===== config.mk =====
export PLATFORM = sky130hd
export DESIGN_NAME = mem_burst_ctrl
export DESIGN_NICKNAME = d
export VERILOG_FILES = /design/src/rtl/mem_burst_ctrl.sv
export SDC_FILE = /design/constraint.sdc
export NUM_CORES = 1
export LEC_CHECK = 0
export CORE_MARGIN = 2
export CORE_UTILIZATION = 45
export DETAILED_ROUTE_END_ITERATION = 10
export PLACE_DENSITY_LB_ADDON = 0.3
export SKIP_LAST_GASP = 1
export SYNTH_ARGS = -nofsm -noshare
export SYNTH_HDL_FRONTEND = slang
export SYNTH_SLANG_ARGS = --single-unit

===== constraint.sdc =====
create_clock -name clk -period 2.1 [get_ports clk]
set_input_delay 0.21 -clock clk [delete_from_list [all_inputs] [get_ports clk]]
set_output_delay 0.21 -clock clk [all_outputs]
set_load 0.05 [all_outputs]

===== src/rtl/mem_burst_ctrl.sv =====
// mem_burst_ctrl: burst sequencer for a single-port memory with a 2-entry read response buffer
module mem_burst_ctrl #(
    parameter int ADDR_WIDTH = 2,
    parameter int DATA_WIDTH = 8,
    parameter int LEN_WIDTH  = 2
) (
    input  logic                  clk,
    input  logic                  reset,
    input  logic                  req_valid,
    output logic                  req_ready,
    input  logic                  req_write,
    input  logic [ADDR_WIDTH-1:0] req_addr,
    input  logic [LEN_WIDTH-1:0]  req_len,
    input  logic                  wd_valid,
    output logic                  wd_ready,
    input  logic [DATA_WIDTH-1:0] wd_data,
    output logic                  wr_done,
    output logic                  rsp_valid,
    input  logic                  rsp_ready,
    output logic [DATA_WIDTH-1:0] rsp_data,
    output logic                  rsp_last,
    output logic [ADDR_WIDTH-1:0] mem_addr,
    output logic                  mem_wr_en,
    output logic                  mem_rd_en,
    output logic [DATA_WIDTH-1:0] mem_wdata,
    input  logic [DATA_WIDTH-1:0] mem_rdata
);
    localparam logic [1:0] IDLE = 2'd0, WR = 2'd1, RD = 2'd2, DRAIN = 2'd3;
    logic [1:0]            state;
    logic [ADDR_WIDTH-1:0] cur_addr;
    logic [LEN_WIDTH-1:0]  len_q, beat_cnt;
    logic                  inflight, inflight_last;
    logic [DATA_WIDTH-1:0] buf_data [2];
    logic                  buf_last [2];
    logic                  wr_ptr, rd_ptr;
    logic [1:0]            occ;
    logic                  push, pop, last_beat;
    assign req_ready = state == IDLE;
    assign wd_ready  = state == WR;
    assign mem_wr_en = wd_ready && wd_valid;
    // credit check: an issued read always has a free buffer slot when it lands
    assign mem_rd_en = state == RD && (occ + 2'(inflight)) < 2'd2;
    assign mem_addr  = cur_addr;
    assign mem_wdata = wd_data;
    assign last_beat = beat_cnt == len_q;
    assign push      = inflight;
    assign pop       = rsp_valid && rsp_ready;
    assign rsp_valid = occ != 2'd0;
    assign rsp_data  = buf_data[rd_ptr];
    assign rsp_last  = buf_last[rd_ptr];
    always_ff @(posedge clk or posedge reset) begin
        if (reset) begin
            state         <= IDLE;
            cur_addr      <= '0;
            len_q         <= '0;
            beat_cnt      <= '0;
            inflight      <= 1'b0;
            inflight_last <= 1'b0;
            wr_ptr        <= 1'b0;
            rd_ptr        <= 1'b0;
            occ           <= 2'd0;
            wr_done       <= 1'b0;
        end else begin
            wr_done  <= 1'b0;
            inflight <= mem_rd_en;
            if (mem_rd_en) inflight_last <= last_beat;
            if (push) wr_ptr <= ~wr_ptr;
            if (pop) rd_ptr <= ~rd_ptr;
            occ <= occ + 2'(push) - 2'(pop);
            case (state)
                IDLE: if (req_valid) begin
                    cur_addr <= req_addr;
                    len_q    <= req_len;
                    beat_cnt <= '0;
                    state    <= req_write ? WR : RD;
                end
                WR: if (wd_valid) begin
                    cur_addr <= cur_addr + ADDR_WIDTH'(1);
                    beat_cnt <= beat_cnt + LEN_WIDTH'(1);
                    if (last_beat) begin
                        state   <= IDLE;
                        wr_done <= 1'b1;
                    end
                end
                RD: if (mem_rd_en) begin
                    cur_addr <= cur_addr + ADDR_WIDTH'(1);
                    beat_cnt <= beat_cnt + LEN_WIDTH'(1);
                    if (last_beat) state <= DRAIN;
                end
                DRAIN: if (!inflight && occ == 2'd0) state <= IDLE;
            endcase
        end
    end
    always_ff @(posedge clk) begin
        if (push) begin
            buf_data[wr_ptr] <= mem_rdata;
            buf_last[wr_ptr] <= inflight_last;
        end
    end
endmodule

==> metrics.txt <==
status completed; largest net degree at the start of global routing 16; Vert. Die Dim 62.7 um; pwr/cell area 1640 nW/um^2; flop2flop setup slack 0.21 ns; maximum VDD drop 0.881 mV; CTS H-tree lvls 2; clk root buf clkbuf_4; Starting Density 46.8%; worst reg-to-reg path cell count 4; GRT Residual Overflow 0; largest stage delay on the critical path 0.70 ns; slowest CP cell clkdlybuf4s50_1; Synth Instances 110; Reg area 917 um^2; Final Skew 0.00380 ns; worst path arrival time 1.78 ns; pre-CTS setup slack 0.207 ns; Final Hold Viols 0; hold crit path type primary input to asynchronous set/reset pin; Final setup viols 0; final wirelength 2.42 mm; busiest layer in global routing met2; RSZ-0062 raised after global routing false; Yosys reg bits 33; vias in the first global route 1018; GR Util met2 24.2%; Hold-fix buffers, CTS 0; clock sinks 33; synth warn 0; RD Place Congestion 0.729; DRC Markers 0; hpwl dp 1.81 mm; Clk pin slew, worst setup/hold paths 0.09 ns; overall via count from detail_route 926; Post-synth top cells edfxtp_1 (18), dfrtp_1 (15), mux2_2 (12); met3 usage 5.23%; sequential share of the synthesized area 59.1%; post-synth top area cell edfxtp_1; first-pass GRT wire length 4.37 mm; synth top area cells edfxtp_1 (35%), dfrtp_1 (24%), mux2_2 (8.7%); gr usage total 14.5%; most common cell in the netlist edfxtp_1; IO Count 51; Main synth FF type edfxtp_1; max_slew headroom 62.0%; worst path bufs/invs 1; worst setup margin 0.109 ns; CTS tree yes; 1st-iter DRT viols 23; Die ar. 3930 um^2; FFs w/ async S/R, synth 45.5%; Die W 62.7 um; drt wl/cell 12.8 um; Achievable Freq 502 MHz; Antenna Nets Post-Route 0; buffers added on ports 34; Critical Path Fanout Max 4; First-pass DRT Iterations 4; Synth cell types 28; crit end category primary output; initial antenna violation count 0; Worst R2R Start inflight$_DFF_PP0_; Final period util 94.8%; kind of critical path flip-flop to primary output; P&R area growth vs syn 24.7%; RR Endpoint beat_cnt[0]$_DFFE_PP0P_; max-slew violations 0; CTS Buf Count 5; Post-Syn Nets 143; Global Route met1 Usage 16.0%; row count 21; Multi-input gate area 551 um^2; Setup TNS 0 ns; Critical Path RT 1.89 ns; Worst Tran Pin Value 0.569 ns; crit-path cells or2_2 -> clkdlybuf4s50_1; vias per inst 4.87; FILL cells 290; area share of the largest cell type after synthesis 34.9%; layout cell share with drive strength beyond 1 21.5%; max-cap violations 0; delay-heaviest family, CP buffers and inverters; antenna cell count 0; Cell Area, Synth 1550 um^2; core box area 3310 um^2; number of flops mapped to enable cells by yosys 18; min cycle time layout 1.99 ns; fin nets 176; static leakage 0.788 nW; CTS max path bufs 2; worst skew pair latency 0.32 ns; Post-Synthesis Mean Instance Area 14.1 um^2; startpoint types flip-flop
[cells by family (layout without fill, tap and decap cells)]
| kind of cell | Yosys count | in the layout | synth area share (%) |
|---|---|---|---|
| buf+inv | 14 | 48 | 5.33 |
| xor+xnor | 7 | 7 | 3.96 |
| simple gates | 26 | 26 | 10.0 |
| mux | 16 | 16 | 11.6 |
| fa+ha+maj | 7 | 7 | 5.65 |
| compound gates | 7 | 7 | 4.28 |
| flops | 33 | 33 | 59.1 |
[registers in the layout (all words and copies together) (netlist names)]
signal	flops
inflight	1
buf_last	2
mem_addr	2
rd_ptr	1
wr_ptr	1
beat_cnt	2
wr_done	1
inflight_last	1
state	2
buf_data	16
occ	2
len_q	2
[how the worst max path moves through the flow]
stage	from	endpoint	slack, ns	cells after the start
after CTS	occ[1]$_DFF_PP0_	rsp_valid	0.08	2
after global routing	occ[1]$_DFF_PP0_	rsp_valid	0.05	2
after global placement	rd_ptr$_DFFE_PP0P_	rsp_last	0.23	2
final	occ[1]$_DFF_PP0_	rsp_valid	0.11	2
after floorplan	state[1]$_DFFE_PP0P_	beat_cnt[0]$_DFFE_PP0P_	0.11	5
after detailed placement	rd_ptr$_DFFE_PP0P_	rsp_data[1]	0.21	2
[where the power goes]
group / switching [mW] / total (mW) / leakage, nW / internal [mW]
logic: 1.03 / 1.75 / 0.410 / 0.719
clock network: 0.196 / 0.324 / 0.0320 / 0.127
registers: 0.170 / 1.09 / 0.346 / 0.925
[layer usage]
metal / up-vias / wire (um)
li1: 446 / -
met1: 441 / 1000
met2: 30 / 1210
met3: 9 / 160
met4: 0 / 51
met5: - / 0
[layout make-up]
class / instances / area share [%]
multi-input cells: 63 / 28.5
clock inverters: 2 / 0.518
flip-flops and latches: 33 / 47.5
clock buffers: 6 / 2.14
well taps: 46 / 2.98
repair buffers: 35 / 17.4
inverters: 5 / 0.972
[cell usage in the layout (no fill, tap or decap)]
cell type	n
clkdlybuf4s50_1	21
edfxtp_1	18
dfrtp_1	14
mux2_2	12
ha_1	7
dlygate4sd2_1	7
buf_4	6
xor2_1	5
inv_1	5
and2_1	5
clkbuf_4	5
nor2b_1	4
nand2b_1	3
nand2_1	3
mux2i_1	3
or2_2	2
nor2_1	2
o21ai_0	2
xnor2_1	2
nand4b_1	2
nand3b_1	2
clkinv_2	2
nor3_1	1
a2111oi_4	1
a21oi_1	1
a31oi_1	1
o31a_1	1
a2111oi_0	1
mux2_4	1
nand3_1	1
nand4_1	1
clkbuf_1	1
buf_12	1
dfrtp_2	1
[stage by stage]
step	util, %	hold WS, ns	total power, mW	instance area [um^2]	std cells
finish	58.4	0.227	3.17	1930	190
global route	58.4	0.283	3.38	1930	190
CTS	58.4	0.240	3.21	1930	190
detailed placement	57.0	0.420	2.91	1890	182
global placement	57.0	0.420	2.85	1890	182
floorplan	-	0.111	2.47	1550	110
[what timing repair did]
action                                  CTS  global route
gates resized for setup                   8             0
hold endpoints to repair                  0             0
endpoints found under the setup margin    7             0
setup buffers                             0             0
(Power assumes the default switching activity.)
